==> config.mk <==
export PLATFORM = sky130hd
export DESIGN_NAME = dly_scan_seq_flat
export DESIGN_NICKNAME = d
export VERILOG_FILES = /design/src/rtl/dly_scan_seq_pkg.sv /design/src/rtl/dly_scan_seq_if.sv /design/src/rtl/dly_scan_seq_sync_bit.sv /design/src/rtl/dly_scan_seq.sv /design/src/flat_wrapper.sv
export SDC_FILE = /design/constraint.sdc
export NUM_CORES = 1
export LEC_CHECK = 0
export ABC_AREA = 1
export BUFFER_PORTS_ARGS = -buffer_cell sky130_fd_sc_hd__buf_2
export CAP_MARGIN = 20
export CORE_ASPECT_RATIO = 0.8
export CORE_MARGIN = 8
export CORE_UTILIZATION = 50
export DETAILED_ROUTE_END_ITERATION = 8
export HOLD_SLACK_MARGIN = 0.02
export PLACE_DENSITY = 0.71
export SETUP_SLACK_MARGIN = 0.1
export SYNTH_ARGS = -nofsm -noshare
export SYNTH_HDL_FRONTEND = slang
export SYNTH_HIERARCHICAL = 1
export SYNTH_SLANG_ARGS = --single-unit
==> constraint.sdc <==
create_clock -name clk -period 4.2 [get_ports clk]
set_clock_uncertainty 0.05 [all_clocks]
set_input_delay 0.42 -clock clk [delete_from_list [all_inputs] [get_ports clk]]
set_output_delay 0.42 -clock clk [all_outputs]
set_load 0.05 [all_outputs]
==> src/rtl/dly_scan_seq_pkg.sv <==
// Shared definitions for the delay-scan sequencer.
//   scan_state_t     : sequencer FSM states
//   DEF_DLY_WIDTH    : default delay tap width
//   DEF_SAMPLE_LOG2  : default log2 of the sample window length
package dly_scan_pkg;

  localparam int unsigned DEF_DLY_WIDTH   = 5;
  localparam int unsigned DEF_SAMPLE_LOG2 = 6;

  typedef enum logic [2:0] {
    IDLE,
    WAIT_RDY,
    LOAD,
    SET,
    SETTLE,
    SAMPLE,
    REPORT,
    DONE
  } scan_state_t;

endpackage

==> src/rtl/dly_scan_seq_if.sv <==
// Result channel of the delay-scan sequencer (valid/ready handshake).
//   res_valid : result available (driven by the sequencer)
//   res_ready : consumer accepts the result
//   res_delay : tap the result belongs to
//   res_count : number of high samples in the window (0..2**SAMPLE_LOG2)
// Modports: master = sequencer side, slave = consumer side.
interface dly_scan_seq_if
  import dly_scan_pkg::*;
#(
  parameter int unsigned DLY_WIDTH   = DEF_DLY_WIDTH,
  parameter int unsigned SAMPLE_LOG2 = DEF_SAMPLE_LOG2
);

  logic                 res_valid;
  logic                 res_ready;
  logic [DLY_WIDTH-1:0] res_delay;
  logic [SAMPLE_LOG2:0] res_count;

  modport master (
    output res_valid,
    output res_delay,
    output res_count,
    input  res_ready
  );

  modport slave (
    input  res_valid,
    input  res_delay,
    input  res_count,
    output res_ready
  );

endinterface

==> src/rtl/dly_scan_seq_sync_bit.sv <==
// Single-bit synchronizer for asynchronous inputs.
//   clk   : destination clock
//   rst_n : asynchronous active-low reset, clears all stages
//   d     : asynchronous input
//   q     : synchronized output, SYNC_STAGES cycles behind d
module sync_bit #(
  parameter int unsigned SYNC_STAGES = 2
) (
  input  logic clk,
  input  logic rst_n,
  input  logic d,
  output logic q
);

  logic [SYNC_STAGES-1:0] sr;

  always_ff @(posedge clk or negedge rst_n) begin
    if (!rst_n) begin
      sr <= '0;
    end else begin
      sr <= {sr[SYNC_STAGES-2:0], d};
    end
  end

  assign q = sr[SYNC_STAGES-1];

endmodule

==> src/rtl/dly_scan_seq.sv <==
// Delay-scan sequencer for DQS/DQ timing calibration (clk_div domain).
// For each tap first, first+step, ... <= last it loads and applies the delay,
// waits SETTLE_CYCLES, counts high dqs_received samples over 2**SAMPLE_LOG2
// cycles and reports (tap, count) on the result channel.
//   clk, rst_n          : clock, asynchronous active-low reset
//   start, abort        : scan start pulse / level abort (abort wins)
//   dly_first/last/step : scan range, captured on an accepted start
//   dly_ready           : delay-controller ready (async)
//   dqs_received        : received strobe (async)
//   dly_data, ld, set   : delay value and load/apply strobes to the delay pipe
//   res                 : result channel (master side)
//   busy, done, err     : scan running / completed / range error on last start
module dly_scan_seq
  import dly_scan_pkg::*;
#(
  parameter int unsigned DLY_WIDTH     = DEF_DLY_WIDTH,
  parameter int unsigned SETTLE_CYCLES = 8,
  parameter int unsigned SAMPLE_LOG2   = DEF_SAMPLE_LOG2,
  parameter int unsigned SYNC_STAGES   = 2
) (
  input  logic                 clk,
  input  logic                 rst_n,
  input  logic                 start,
  input  logic                 abort,
  input  logic [DLY_WIDTH-1:0] dly_first,
  input  logic [DLY_WIDTH-1:0] dly_last,
  input  logic [DLY_WIDTH-1:0] dly_step,
  input  logic                 dly_ready,
  input  logic                 dqs_received,
  output logic [DLY_WIDTH-1:0] dly_data,
  output logic                 ld,
  output logic                 set,
  dly_scan_seq_if.master       res,
  output logic                 busy,
  output logic                 done,
  output logic                 err
);

  localparam int unsigned SAMPLE_LEN = 2 ** SAMPLE_LOG2;
  localparam int unsigned TMR_MAX    = (SETTLE_CYCLES > SAMPLE_LEN) ? SETTLE_CYCLES : SAMPLE_LEN;
  localparam int unsigned TW         = $clog2(TMR_MAX + 1);
  localparam logic [TW-1:0] SETTLE_END = TW'(SETTLE_CYCLES - 1);
  localparam logic [TW-1:0] SAMPLE_END = TW'(SAMPLE_LEN - 1);

  scan_state_t            state, state_nx;
  logic [DLY_WIDTH-1:0]   cur, cur_nx;
  logic [DLY_WIDTH-1:0]   last_q, step_q;
  logic [TW-1:0]          tmr, tmr_nx;
  logic [SAMPLE_LOG2:0]   acc, acc_nx;
  logic [DLY_WIDTH:0]     sum;
  logic                   rdy_s, dqs_s;
  logic                   start_ok, range_bad;

  sync_bit #(.SYNC_STAGES(SYNC_STAGES)) u_sync_rdy (
    .clk   (clk),
    .rst_n (rst_n),
    .d     (dly_ready),
    .q     (rdy_s)
  );

  sync_bit #(.SYNC_STAGES(SYNC_STAGES)) u_sync_dqs (
    .clk   (clk),
    .rst_n (rst_n),
    .d     (dqs_received),
    .q     (dqs_s)
  );

  // Extra carry bit so that a step past the top tap ends the scan instead of wrapping.
  assign sum       = {1'b0, cur} + {1'b0, step_q};
  assign range_bad = (dly_step == '0) || (dly_first > dly_last);
  assign start_ok  = start && !abort && ((state == IDLE) || (state == DONE));
  assign busy      = (state != IDLE) && (state != DONE);

  always_comb begin
    state_nx = state;
    cur_nx   = cur;
    tmr_nx   = tmr;
    acc_nx   = acc;
    if (abort) begin
      state_nx = IDLE;
    end else begin
      case (state)
        IDLE, DONE: begin
          if (start) begin
            if (range_bad) begin
              state_nx = IDLE;
            end else begin
              state_nx = WAIT_RDY;
              cur_nx   = dly_first;
            end
          end
        end
        WAIT_RDY: begin
          if (rdy_s) state_nx = LOAD;
        end
        LOAD: state_nx = SET;
        SET: begin
          state_nx = SETTLE;
          tmr_nx   = '0;
        end
        SETTLE: begin
          if (!rdy_s) begin
            state_nx = WAIT_RDY;
          end else if (tmr == SETTLE_END) begin
            state_nx = SAMPLE;
            tmr_nx   = '0;
            acc_nx   = '0;
          end else begin
            tmr_nx = tmr + 1'b1;
          end
        end
        SAMPLE: begin
          acc_nx = acc + {{SAMPLE_LOG2{1'b0}}, dqs_s};
          if (!rdy_s) begin
            // Partial window is discarded; the same tap is re-run from LOAD.
            state_nx = WAIT_RDY;
          end else if (tmr == SAMPLE_END) begin
            state_nx = REPORT;
          end else begin
            tmr_nx = tmr + 1'b1;
          end
        end
        REPORT: begin
          if (res.res_valid && res.res_ready) begin
            if (sum > {1'b0, last_q}) begin
              state_nx = DONE;
            end else begin
              cur_nx   = sum[DLY_WIDTH-1:0];
              // Next tap goes straight to LOAD; dly_ready is not re-checked.
              state_nx = LOAD;
            end
          end
        end
        default: state_nx = IDLE;
      endcase
    end
  end

  // Strobes and result outputs are registered from the next state, so each one
  // is high exactly while the FSM sits in the matching state and drops together
  // with an abort-forced transition to IDLE.
  always_ff @(posedge clk or negedge rst_n) begin
    if (!rst_n) begin
      state         <= IDLE;
      cur           <= '0;
      last_q        <= '0;
      step_q        <= '0;
      tmr           <= '0;
      acc           <= '0;
      dly_data      <= '0;
      ld            <= 1'b0;
      set           <= 1'b0;
      res.res_valid <= 1'b0;
      res.res_delay <= '0;
      done          <= 1'b0;
      err           <= 1'b0;
    end else begin
      state         <= state_nx;
      cur           <= cur_nx;
      tmr           <= tmr_nx;
      acc           <= acc_nx;
      ld            <= (state_nx == LOAD);
      set           <= (state_nx == SET);
      res.res_valid <= (state_nx == REPORT);
      if (state_nx == LOAD) dly_data <= cur_nx;
      if (state_nx == REPORT) res.res_delay <= cur_nx;
      if (start_ok) begin
        last_q <= dly_last;
        step_q <= dly_step;
        done   <= 1'b0;
        err    <= range_bad;
      end else if ((state == REPORT) && (state_nx == DONE)) begin
        done <= 1'b1;
      end
    end
  end

  // The accumulator is cleared on entry to SAMPLE and frozen afterwards, so it
  // holds the finished count throughout REPORT.
  assign res.res_count = acc;

endmodule

==> src/flat_wrapper.sv <==
// flat-port wrapper written by rule: the top's interface ports become plain ports
module dly_scan_seq_flat import dly_scan_pkg::*;
#(
  parameter int unsigned DLY_WIDTH     = DEF_DLY_WIDTH,
  parameter int unsigned SETTLE_CYCLES = 8,
  parameter int unsigned SAMPLE_LOG2   = DEF_SAMPLE_LOG2,
  parameter int unsigned SYNC_STAGES   = 2
)
  (clk, rst_n, start, abort, dly_first, dly_last, dly_step, dly_ready, dqs_received, dly_data, ld, set, busy, done, err, res_res_valid, res_res_delay, res_res_count, res_res_ready);
  dly_scan_seq_if #(.DLY_WIDTH(DLY_WIDTH), .SAMPLE_LOG2(SAMPLE_LOG2)) res_i ();
  input  logic clk;
  input  logic rst_n;
  input  logic start;
  input  logic abort;
  input  logic [DLY_WIDTH-1:0] dly_first;
  input  logic [DLY_WIDTH-1:0] dly_last;
  input  logic [DLY_WIDTH-1:0] dly_step;
  input  logic dly_ready;
  input  logic dqs_received;
  output logic [DLY_WIDTH-1:0] dly_data;
  output logic ld;
  output logic set;
  output logic busy;
  output logic done;
  output logic err;
  output wire logic [$bits(res_i.res_valid)-1:0] res_res_valid;
  output wire logic [$bits(res_i.res_delay)-1:0] res_res_delay;
  output wire logic [$bits(res_i.res_count)-1:0] res_res_count;
  input wire logic [$bits(res_i.res_ready)-1:0] res_res_ready;
  assign res_res_valid = res_i.res_valid;
  assign res_res_delay = res_i.res_delay;
  assign res_res_count = res_i.res_count;
  assign res_i.res_ready = res_res_ready;
  dly_scan_seq #(.DLY_WIDTH(DLY_WIDTH), .SETTLE_CYCLES(SETTLE_CYCLES), .SAMPLE_LOG2(SAMPLE_LOG2), .SYNC_STAGES(SYNC_STAGES)) u_core (.clk(clk), .rst_n(rst_n), .start(start), .abort(abort), .dly_first(dly_first), .dly_last(dly_last), .dly_step(dly_step), .dly_ready(dly_ready), .dqs_received(dqs_received), .dly_data(dly_data), .ld(ld), .set(set), .res(res_i), .busy(busy), .done(done), .err(err));
endmodule
After elaboration in Yosys (flattened, before gate mapping)
Cells that the tools add are included.
W data, S select, Z words.
{ "word_totals": {"n_memories": 0, "input_bits": 22, "wordCells": 83, "latch_bits": 0, "rom_bits": 0, "ramBits": 0, "regBits": 51, "output_inout_bits": 23} }
{ "op_classes": {"n_div": 0, "addsub": 3, "n_eq_ne": 18, "reduce_logical": 17, "bitwise": 1, "n_mux": 27, "magnitude_cmp": 2, "multipliers": 0, "shift": 0} }
{ "op_table": {"columns": ["op", "n"], "rows": [
  ["$mux W7", 6],
  ["$mux W3", 9],
  ["$mux W5", 5],
  ["$pmux W3 S7", 1],
  ["$pmux W7 S3", 1],
  ["$eq A3 B3 Y1 const B", 6],
  ["$pmux W7 S2", 1],
  ["$eq A3 B2 Y1 const B", 4],
  ["$pmux W5 S2", 1],
  ["$add A7 B1 Y7", 1],
  ["$add A7 B1 Y7 const B", 1],
  ["$eq A7 B3 Y1 const B", 1],
  ["$eq A7 B6 Y1 const B", 1],
  ["$add A5 B5 Y6", 1],
  ["$gt A6 B5 Y1", 1],
  ["$ne A2 B2 Y1 const B", 3],
  ["$reduce_bool A3 Y1", 2],
  ["$gt A5 B5 Y1", 1],
  ["$logic_and A1 B1 Y1", 5],
  ["$logic_not A5 Y1", 1],
  ["$reduce_and A5 Y1", 1],
  ["$reduce_and A4 Y1", 1],
  ["$reduce_bool A2 Y1", 2],
  ["$eq A3 B1 Y1 const B", 1],
  ["8 further kinds", 11]
]} }

Depth between registers and ports, before layout
Gate-level depths: netlist of run 1.
{ "depth": {"word_depth": 10, "depth_mapped": 21, "ltp_nobuf": 21} }

Hierarchy
Netlist of run 1, hierarchy kept.
{ "by_module_without_submodules": {"columns": ["mod", "cells_each", "seq_area_each_um2", "instances", "area_per_inst_um2"], "rows": [
  ["dly_scan_seq", 390, 1176.1, 1, 2984.1],
  ["sync_bit", 2, 50.0, 2, 50.0]
]} }

Least setup slack after synthesis of run 1
OpenSTA, ideal clock, no wires.
{ "synth_path": {"path_kind": "reg2reg", "start": "register u_core.cur[0]", "end": "register u_core.res.res_delay[0]", "arrival_time_ns": 2.601, "stages_incl_launch_ff": 18, "path_buffers": 0, "required_time_ns": 4.084, "setup_ns": 0.066, "setup_slack_ns": 1.483, "synth_period_minus_slack_ns": 2.717, "cell_sequence": "dfrtp_1 -> ha_1 -> fa_1 -> nand3_1 -> nand2_1 -> or2_2 -> nand2_1 -> inv_1 -> ha_1 -> nand4_1 -> nand2_2 -> nand2_4 -> nand2_1 -> nand2_2 -> nand2_2 -> nor2_4 -> nand2_1 -> nand2_1"} }
{ "synth_between": {"elab_chain_cells": 7, "word_cells_on_any_way": 13, "cone_classes": "add/sub (1); order compare (1); eq/ne (1); mux (10)"} }
{ "synth_rtl": {"columns": ["item", "line_no", "rtl"], "rows": [
  ["start, declared", "dly_scan_seq.sv:46", "logic [DLY_WIDTH-1:0] cur, cur_nx;"],
  ["start signal, assigned", "dly_scan_seq.sv:159", "cur <= cur_nx;"],
  ["$add A5 B5 Y6", "dly_scan_seq.sv:69", "assign sum = {1'b0, cur} + {1'b0, step_q};"],
  ["$gt A6 B5 Y1", "dly_scan_seq.sv:125", "if (sum > {1'b0, last_q}) begin"],
  ["$mux W3", "dly_scan_seq.sv:125", null],
  ["$mux W3", "dly_scan_seq.sv:124", "if (res.res_valid && res.res_ready) begin"],
  ["$pmux W3 S7", "dly_scan_seq.sv:82", "case (state)"],
  ["$mux W3", "dly_scan_seq.sv:79", "if (abort) begin"],
  ["$eq A3 B3 Y1", "dly_scan_seq.sv:166", "if (state_nx == REPORT) res.res_delay <= cur_nx;"],
  ["end signal, assigned", "dly_scan_seq.sv:166", null],
  ["end, declared", "dly_scan_seq_if.sv:21", "output res_delay,"]
]} }
Several ways; a longest one is shown, not always the timed one.
A chain may end at the register's enable or synchronous reset.

Worst setup path after layout of run 1
{ "layout_path": {"start": "register u_core.cur[0]", "end": "register u_core.res.res_delay[2]"} }
{ "layout_between": {"elab_chain_cells": 7, "word_cells_on_any_way": 11, "cone_classes": "add/sub (1); order compare (1); eq/ne (1); mux (8)"} }
{ "layout_rtl": {"columns": ["item", "line_no"], "rows": [
  ["$add A5 B5 Y6 *", "dly_scan_seq.sv:69"],
  ["$gt A6 B5 Y1", "dly_scan_seq.sv:125"],
  ["$mux W3", "dly_scan_seq.sv:125"],
  ["$mux W3", "dly_scan_seq.sv:124"],
  ["$pmux W3 S7", "dly_scan_seq.sv:82"],
  ["$mux W3", "dly_scan_seq.sv:79"],
  ["$eq A3 B3 Y1", "dly_scan_seq.sv:166"]
]} }
Every way passes the cells marked *; elsewhere a longest branch is shown, timed or not.

==> flow_metrics.env, run 1 <==
export IMPL_run_status="completed"
export IMPL_reg2reg_setup_slack_ps=1180
export IMPL_setup_worst_path_start="u_core/cur[0]"
export IMPL_post_synthesis_cell_count=394
export IMPL_drt_initial_drc_count=182
export IMPL_antenna_cells_inserted=0
export IMPL_setup_violations_final=0
export IMPL_dpl_hpwl_um=5330
export IMPL_min_period_ps=3020
export IMPL_clock_sinks=51
export IMPL_worst_r2r_startpoint="u_core/cur[0]"
export IMPL_grt_setup_unrepaired="no"
export IMPL_yosys_warnings=6
export IMPL_cp_data_required_time_ps=4410
export IMPL_critical_path_max_stage_delay_ps=430
export IMPL_wl_per_cell_um=13.1
export IMPL_rr_endpoint="u_core/res.res_delay[2]"
export IMPL_cts_repair_resize_count=0
export IMPL_global_route_wire_length_before_repair_um=12100
export IMPL_firstDrtPassIters=4
export IMPL_layoutNonFillerInstCount=526
export IMPL_endpoint_class_of_the_critical_path="flop"
export IMPL_avgSynthCellArea_um2=7.83
export IMPL_first_global_vias=2536
export IMPL_ys_seq_elements=51
export IMPL_relative_max_transition_margin_pct=55.3
export IMPL_cts_path_max_buffers=2
export IMPL_final_cell_area_excluding_filler_cells_um2=3490
export IMPL_drt_total_wl_um=6880
export IMPL_cts_post_setup_buffers_inserted=0
export IMPL_asyncSetResetFlopFracSynth_pct=100
export IMPL_synth_seq_area_share_pct=41.4
export IMPL_max_cap_viol_count=0
export IMPL_dieArea_um2=8950
export IMPL_placed_cells_incl_taps=518
export IMPL_cts_tree="yes"
export IMPL_globalRouteOverflowTotal=0
export IMPL_min_period_over_period_pct=71.9
export IMPL_floorplan_die_height_um=86.2
export IMPL_clk_pin_slew_ps=100
export IMPL_syn_to_final_growth_pct=13.1
export IMPL_detail_route_antenna_nets=0
export IMPL_coreArea_um2=5940
export IMPL_crit_slowest_cell="dfrtp_1"
export IMPL_timing_final_hold_violations=0
export IMPL_synth_edf_count=0
export IMPL_initial_antenna_violation_count=0
export IMPL_critPathMaxFanout=7
export IMPL_synthDistinctLibCells=35
export IMPL_pwr_density_cell_nw_per_um2=743
export IMPL_place_port_buffers=44
export IMPL_clockRootBuffer="clkbuf_8"
export IMPL_max_clock_freq_ghz=0.331
export IMPL_detail_route_vias_per_cell=4.90
export IMPL_grt_start_max_net_pins=52
export IMPL_number_of_placement_rows=25
export IMPL_pin_count=45
export IMPL_timing_critical_path_cells="ha_1 -> fa_1 -> nand3_1 -> nand2_1 -> or2_2 -> nand2_1 -> inv_1 -> ha_1 -> nand4_1 -> nand2_2 -> nand2_4 -> nand2_1 -> nand2_2 -> nand2_2 -> nor2_4 -> nand2_1 -> nand2_1"
export IMPL_die_w_um=104
export IMPL_detailroute_via_count=2579
export IMPL_dominantRegCellSynth="dfrtp_1"
export IMPL_postSynthNetCount=436
export IMPL_cts_hold_buf=0
export IMPL_initial_utilization_pct=51.9
export IMPL_remaining_drc_errors=0
export IMPL_setup_tns_ps=0
export IMPL_worst_setup_path_endpoint="u_core/res.res_delay[2]"
export IMPL_cts_made_buffers=5
export IMPL_syn_area_um2=3080
export IMPL_critical_path_top_delay_family="simple AND/OR/NAND/NOR gates"
export IMPL_num_nets_final=486
export IMPL_static_leakage_power_uw=0.00195
export IMPL_reg2regPathDepth=17
export IMPL_worstPathArrival_ps=3230
export IMPL_dpl_cell_area_um2=3400
export IMPL_worst_slew_pin_slew_ps=670
export IMPL_slew_violations=0
export IMPL_worst_path_stages=17
export IMPL_htree_num_levels=2
export IMPL_setup_worst_path_class="reg2reg"
export IMPL_worst_path_buf_inv=1
export IMPL_share_of_cells_above_drive_strength_1_pct=20.9
export IMPL_clock_insertion_delay_worst_skew_ps=310
export IMPL_gp_congestion=0.904
export IMPL_critPathLaunchType="flop"
export IMPL_holdCritPathClass="in2async"
export IMPL_power_ir_vdd_worst_v=0.000484
export IMPL_critical_path_top_cell_by_count="nand2_1"
export IMPL_grt_use_total_pct=16.4
-- cells in the mapped netlist, types with 2 or more instances --
master	count	share of area [%]
a21oi_1	10	1.6
a31oi_4	2	1.4
dfrtp_1	51	41
ha_1	19	7.7
inv_1	55	6.7
inv_2	6	0.73
nand2_1	123	15
nand2_2	12	2.4
nand3_1	33	5.4
nand3_2	2	0.65
nand4_1	2	0.41
nor2_1	21	2.6
nor2_2	5	1.0
nor2_4	6	2.2
nor3_1	6	0.97
o21a_1	2	0.49
o21ai_0	13	2.1
o21ai_1	3	0.49
o21ai_2	2	0.57
o21bai_1	2	0.49
o22ai_1	2	0.41
xor2_1	4	1.1
-- sequential cells by signal (all words and copies together) (netlist names) --
signal / cells
u_core/ld: 1
u_core/cur: 5
u_core/res.res_delay: 5
u_core/u_sync_dqs/sr: 2
u_core/set: 1
u_core/state: 3
u_core/step_q: 5
u_core/done: 1
u_core/tmr: 7
u_core/dly_data: 5
u_core/res.res_valid: 1
u_core/u_sync_rdy/sr: 2
u_core/last_q: 5
u_core/err: 1
u_core/res.res_count: 7
-- layer usage --
layer	global-route usage, %	wire, µm	up-vias
met1	23.8	3630	1177
met4	4.72	61	0
met3	3.93	344	5
met5	0	0	-
met2	23.5	2850	53
li1	-	-	1344
-- area by class of cell --
class                           count  area, µm²
Fill cell                         544       2450
Multi-Input combinational cell    279       1560
Sequential cell                    51       1280
Inverter                           62        233
Timing Repair Buffer               45        228
Tap cell                           81        101
Clock buffer                        5       68.8
Clock inverter                      3       22.5
-- power breakdown --
group	internal, µW	total [µW]	switching, µW
Sequential	660	791	130
Combinational	458	1500	1050
Clock	120	297	177
Total	1240	2590	1350
-- kinds of logic (layout without fill, tap and decap cells) --
logic type,count (synthesis),in the layout,share of synthesized area [%]
DFF,51,51,41.4
and+or+nand+nor,216,216,32.6
xor gates and xnor gates,5,5,1.42
adders and majority gates,20,20,8.36
buffers and inverters,64,115,8.07
AOI/OAI and AO/OA,38,38,8.19
-- worst min-delay path by stage --
stage / slack (ps) / depth (start not counted) / endpoint / start
6_report: 160 / 2 / u_core/step_q[2] / rst_n
5_1_grt: 150 / 1 / u_core/u_sync_dqs/sr[0] / dqs_received
4_1_cts: 150 / 1 / u_core/u_sync_rdy/sr[0] / dly_ready
3_5_place_dp: 290 / 0 / u_core/u_sync_dqs/sr[1] / u_core/u_sync_dqs/sr[0]
3_3_place_gp: 280 / 0 / u_core/u_sync_dqs/sr[1] / u_core/u_sync_dqs/sr[0]
2_1_floorplan: 70 / 0 / u_core/cur[0] / rst_n
-- cells in the final DEF (no fill, tap or decap), types with 3 or more instances in the layout --
cell      netlist  routed
buf_2           1      44
o21ai_0        13      13
inv_2           6       6
nand3_1        33      33
nand2_1       123     123
a21oi_1        10      10
nor3_1          6       6
nand2_2        12      12
nor2_2          5       5
nor2_1         21      21
xor2_1          4       4
o21ai_1         3       3
nor2_4          6       6
ha_1           19      19
inv_1          55      55
dfrtp_1        51      51
clkbuf_8        0       5
-- per-stage QoR --
step	total power, µW	worst slack, ps	hold WS [ps]	util, %
2_1_floorplan	1970	1480	74.4	-
3_3_place_gp	2260	1340	283	57.2
3_5_place_dp	2300	1220	295	57.2
4_1_cts	2610	1180	149	58.7
5_1_grt	2840	948	145	58.7
6_report	2590	1180	161	58.7
No activity file was read; power rests on OpenSTA's default activity.
==> run 2, diff against run 1 <==
Settings changed: PLACE_DENSITY 0.71 to 0.74.
Clock period 4.2 ns to 2.7 ns, I/O delays scaled along.
==> flow_metrics.env, run 2 (synthesis gave the netlist of run 1 again) <==
export IMPL_min_period_over_period_pct=102
export IMPL_globalRouteOverflowTotal=0
export IMPL_remaining_drc_errors=0
export IMPL_layoutNonFillerInstCount=551
export IMPL_grt_start_max_net_pins=52
export IMPL_pwr_density_cell_nw_per_um2=1260
export IMPL_most_frequent_standard_cell_in_the_layout_excluding_fill_and_tap_cells="nand2_1"
export IMPL_global_route_wire_length_before_repair_um=12300
export IMPL_critical_path_top_cell_by_count="nand2_2"
export IMPL_setup_worst_path_class="reg2reg"
export IMPL_cp_data_required_time_ps=2850
export IMPL_share_of_cells_above_drive_strength_1_pct=30.2
export IMPL_detail_route_antenna_nets=0
export IMPL_gp_congestion=0.863
export IMPL_power_ir_vdd_worst_v=0.000815
export IMPL_cts_made_buffers=5
export IMPL_grt_setup_unrepaired="yes"
export IMPL_worstPathArrival_ps=2910
export IMPL_critical_path_max_stage_delay_ps=420
export IMPL_p_comb_share_pct=65.3
export IMPL_first_global_vias=2682
export IMPL_detailroute_via_count=2746
export IMPL_setup_tns_ps=-521
export IMPL_cts_path_max_buffers=2
export IMPL_clk_pin_slew_ps=100
export IMPL_relative_max_transition_margin_pct=56.3
export IMPL_pin_count=45
export IMPL_multi_input_comb_area_um2=1700
export IMPL_intPower_uw=2440
export IMPL_slew_violations=0
export IMPL_antenna_cells_inserted=0
export IMPL_holdCritPathClass="in2async"
export IMPL_dpl_hpwl_um=5600
export IMPL_max_cap_viol_count=0
export IMPL_num_nets_final=511
export IMPL_hold_worst_slack_ps=13.7
export IMPL_seq_area_um2=1280
export IMPL_die_w_um=104
export IMPL_syn_to_final_growth_pct=24.1
export IMPL_switching_share_pct=49.4
export IMPL_drt_total_wl_um=7350
export IMPL_coreArea_um2=5940
export IMPL_final_cell_area_excluding_filler_cells_um2=3830
export IMPL_initial_utilization_pct=51.9
export IMPL_fillers=500
export IMPL_wl_per_cell_um=13.3
export IMPL_critPathLaunchType="flop"
export IMPL_crit_slowest_cell="fa_2"
export IMPL_clockRootBuffer="clkbuf_8"
export IMPL_p_sw_uw=2380
export IMPL_critPathMaxFanout=7
export IMPL_failing_checks="negative setup slack"
export IMPL_timing_final_hold_violations=0
export IMPL_placed_cells_incl_taps=533
export IMPL_clockPowerShare_pct=9.4
export IMPL_dpl_cell_area_um2=3560
export IMPL_min_period_ps=2760
export IMPL_drt_initial_drc_count=215
export IMPL_place_port_buffers=44
export IMPL_setup_violations_final=12
export IMPL_clock_sinks=51
export IMPL_initial_antenna_violation_count=0
export IMPL_floorplan_die_height_um=86.2
export IMPL_worst_slew_pin_slew_ps=656
export IMPL_firstDrtPassIters=5
export IMPL_clock_insertion_delay_worst_skew_ps=300
export IMPL_timing_critical_path_cells="buf_4 -> fa_2 -> nand3_2 -> nand2_2 -> or2_4 -> nand2_4 -> inv_2 -> ha_4 -> nand4_1 -> nand2_2 -> nand2_4 -> nand3_4 -> nand3_4 -> inv_4 -> nand2_2 -> nand2_1 -> nand2_1"
export IMPL_grt_use_total_pct=16.2
export IMPL_static_leakage_power_uw=0.00208
export IMPL_htree_num_levels=2
export IMPL_max_clock_freq_ghz=0.362
export IMPL_layout_cells_most_common_list="nand2_1, inv_1, dfrtp_1, buf_2, nand3_1"
export IMPL_dieArea_um2=8950
export IMPL_power_share_sequential_pct=25.3
export IMPL_cts_tree="yes"
export IMPL_run_status="complete, but fails checks"
export IMPL_detail_route_vias_per_cell=4.98
export IMPL_endpoint_class_of_the_critical_path="flop"
export IMPL_number_of_placement_rows=25
export IMPL_finalWorstSetupSlack_ps=-59.1
export IMPL_total_power_consumption_of_the_routed_design_uw=4820
[run 2: worst paths after layout]
kind	start	endpoint	slack, ps	cells past startpoint
min	rst_n	u_core/res.res_delay[0]	10	2
max	u_core/step_q[1]	u_core/dly_data[3]	-60	17
max reg2reg	u_core/step_q[1]	u_core/dly_data[3]	-60	17
min in group clk	dly_step[2]	u_core/step_q[2]	130	3
min reg2reg	u_core/u_sync_dqs/sr[0]	u_core/u_sync_dqs/sr[1]	310	0
max in group asynchronous	rst_n	u_core/set	2130	2
[run 2: final cells by class]
cell class	count	share of cell area [%]
Sequential cell	51	33.4
Timing Repair Buffer	70	11.1
Inverter	62	6.15
Clock buffer	5	1.80
Clock inverter	3	0.589
Tap cell	81	2.65
Multi-Input combinational cell	279	44.4
[run 2: what timing repair did]
action | in CTS | in global routing
setup endpoints to repair | 20 | 21
hold endpoints to repair | 2 | 0
hold buffers | 2 | 0
pin swaps | 17 | 14
gates resized for setup | 14 | 11
setup buffers | 5 | 3
[run 2: power groups by stage]
stage / registers (µW) / logic (µW) / clock network, µW
floorplan: 1520 / 1640 / 0
global route: 1250 / 3430 / 496
CTS: 1220 / 2900 / 467
detailed placement: 1230 / 2680 / 0
finish: 1220 / 3150 / 451
global placement: 1230 / 2620 / 0
[run 2: routing by layer]
layer	share of wire, %	routed length (µm)	up-vias	global-route usage [%]
li1	-	-	1388	-
met1	49	3580	1274	22.6
met2	45	3320	80	25.9
met3	5.7	419	4	3.48
met4	0.35	26	0	2.23
met5	0	0	-	0
[run 2: critical path: cells and delay by family (launching register included)]
family        cells  cell delay (ps)
fa+ha+maj         2              680
buf+inv           3              290
flops             1              410
simple gates     12             1220
[run 2: through the flow]
stage	util [%]	setup WS [ps]
floorplan	-	105
global placement	59.9	1.37
detailed placement	59.9	-95.3
CTS	63.3	-24.0
global route	64.4	-208
finish	64.4	-59.1
==> run 3, diff against run 2 <==
Settings changed: PLACE_DENSITY 0.74 to 0.71.
Clock period 2.7 ns to 3.08 ns, I/O delays scaled along.
==> flow_metrics.env, run 3 (synthesis gave the netlist of run 1 again) <==
export IMPL_clk_pin_slew_ps=100
export IMPL_wl_per_cell_um=13.1
export IMPL_critical_path_max_stage_delay_ps=420
export IMPL_crit_slowest_cell="dfrtp_1"
export IMPL_slew_violations=0
export IMPL_die_w_um=104
export IMPL_detail_route_antenna_nets=0
export IMPL_setup_tns_ps=0
export IMPL_timing_critical_path_cells="ha_2 -> fa_2 -> nand3_1 -> nand2_1 -> or2_2 -> nand2_2 -> inv_1 -> ha_1 -> nand4_1 -> nand2_2 -> buf_4 -> nand3_1 -> nand3_1 -> nand2_1 -> nand2_1 -> nand2_1 -> nand2_1 -> nand2_1"
export IMPL_static_leakage_power_uw=0.00199
export IMPL_power_ir_vdd_worst_v=0.000519
export IMPL_layout_core_utilization_pct=60.5
export IMPL_initial_antenna_violation_count=0
export IMPL_finalWorstSetupSlack_ps=256
export IMPL_cts_made_buffers=5
export IMPL_grtUsageMet2_pct=23.4
export IMPL_grt_setup_unrepaired="no"
export IMPL_critPathLaunchType="flop"
export IMPL_worstPathArrival_ps=2980
export IMPL_globalRouteOverflowTotal=0
export IMPL_grt_start_max_net_pins=33
export IMPL_grt_use_total_pct=15.9
export IMPL_worst_path_buf_inv=2
export IMPL_placement_setup_worst_slack_ps=118
export IMPL_detailroute_via_count=2615
export IMPL_clockRootBuffer="clkbuf_8"
export IMPL_busiest_layer_in_global_routing="met2"
export IMPL_clock_sinks=51
export IMPL_max_clock_freq_ghz=0.354
export IMPL_worst_slew_pin_slew_ps=717
export IMPL_gp_congestion=0.885
export IMPL_pin_count=45
export IMPL_drt_initial_drc_count=136
export IMPL_run_status="completed"
export IMPL_grt_met1_usage_pct=22.5
export IMPL_dpl_hpwl_um=5360
export IMPL_min_period_ps=2820
export IMPL_place_port_buffers=44
export IMPL_detail_route_vias_per_cell=4.92
export IMPL_htree_num_levels=2
export IMPL_critical_path_top_cell_by_count="nand2_1"
export IMPL_cts_path_max_buffers=2
export IMPL_global_route_wire_length_before_repair_um=11800
export IMPL_most_frequent_standard_cell_in_the_layout_excluding_fill_and_tap_cells="nand2_1"
export IMPL_holdCritPathClass="in2reg"
export IMPL_pwr_density_cell_nw_per_um2=1040
export IMPL_critical_path_top_delay_family="simple AND/OR/NAND/NOR gates"
export IMPL_first_global_vias=2528
export IMPL_setup_worst_path_class="reg2reg"
export IMPL_share_of_cells_above_drive_strength_1_pct=23.3
export IMPL_min_period_over_period_pct=91.7
export IMPL_remaining_drc_errors=0
export IMPL_initial_utilization_pct=51.9
export IMPL_floorplan_die_height_um=86.2
export IMPL_fillers=554
export IMPL_endpoint_class_of_the_critical_path="flop"
export IMPL_layout_cells_most_common_list="nand2_1, inv_1, dfrtp_1, buf_2, nand3_1"
export IMPL_critPathMaxFanout=5
export IMPL_setup_violations_final=0
export IMPL_number_of_placement_rows=25
export IMPL_cp_data_required_time_ps=3240
export IMPL_antenna_cells_inserted=0
export IMPL_firstDrtPassIters=4
export IMPL_max_cap_viol_count=0
export IMPL_drt_total_wl_um=6960
export IMPL_timing_final_hold_violations=0
export IMPL_clock_insertion_delay_worst_skew_ps=310
export IMPL_cts_tree="yes"
export IMPL_grt_use_met3_pct=4.23
export IMPL_num_nets_final=491
export IMPL_syn_to_final_growth_pct=16.6
export IMPL_coreArea_um2=5940
export IMPL_dieArea_um2=8950
export IMPL_relative_max_transition_margin_pct=52.2
-- run 3: cell types whose count changed in the layout (fill, tap and decap cells not counted), moves of 2 or more --
cell / change
buf_4: -18
ha_1: +3
ha_4: -3
inv_1: +3
inv_2: -2
nand2_1: +8
nand2_2: -5
nand2_4: -3
nand3_1: +2
nand3_2: -2
-- run 3: layer usage --
layer	share of wire, %	vias to the layer above
met4	0.30	0
met5	0	-
met2	42	58
li1	-	1355
met1	52	1200
met3	5.7	2
-- run 3: layout make-up --
cell class	instances	area [µm²]	area share [%]
timing repair buffer	50	268	7.45
sequential	51	1280	35.5
multi-input combinational	279	1610	44.7
clock buffer	6	72.6	2.02
tap	81	101	2.82
inverter	62	233	6.47
clock inverter	2	38.8	1.08
-- run 3: where the power goes --
| part | total [µW] | internal, µW | switching (µW) | leakage [µW] |
|---|---|---|---|---|
| registers | 1080 | 900 | 177 | 0.000662 |
| logic | 2200 | 717 | 1480 | 0.00127 |
| clock network | 480 | 246 | 234 | 0.0000558 |
-- run 3: through the flow --
step | hold WS, ps | cells | total power [µW] | cell area (µm²)
6_report | 51.1 | 531 | 3750 | 3590
5_1_grt | 30.5 | 531 | 4080 | 3590
4_1_cts | 36.5 | 528 | 3650 | 3530
3_5_place_dp | 290 | 519 | 3130 | 3400
3_3_place_gp | 283 | 519 | 3090 | 3400
2_1_floorplan | -37.6 | 394 | 2690 | 3080
-- run 3: final timing paths --
check	slack, ps	start	cells after the start	to
setup / recovery	260	u_core/cur[0]	18	u_core/dly_data[2]
hold / removal	50	dqs_received	1	u_core/u_sync_dqs/sr[0]
setup reg to reg	260	u_core/cur[0]	18	u_core/dly_data[2]
hold reg to reg	310	u_core/u_sync_rdy/sr[0]	0	u_core/u_sync_rdy/sr[1]
max in group asynchronous	1710	rst_n	3	u_core/res.res_count[3]
min in group asynchronous	530	rst_n	2	u_core/res.res_delay[0]
-- run 3: repair_timing --
action / in CTS / in global routing
endpoints found under the hold margin: 11 / 0
gates resized for setup: 1 / 11
buffers inserted: 0 / 3
pin swaps: 0 / 7
hold buffers: 1 / 0
endpoints found under the setup margin: 2 / 14
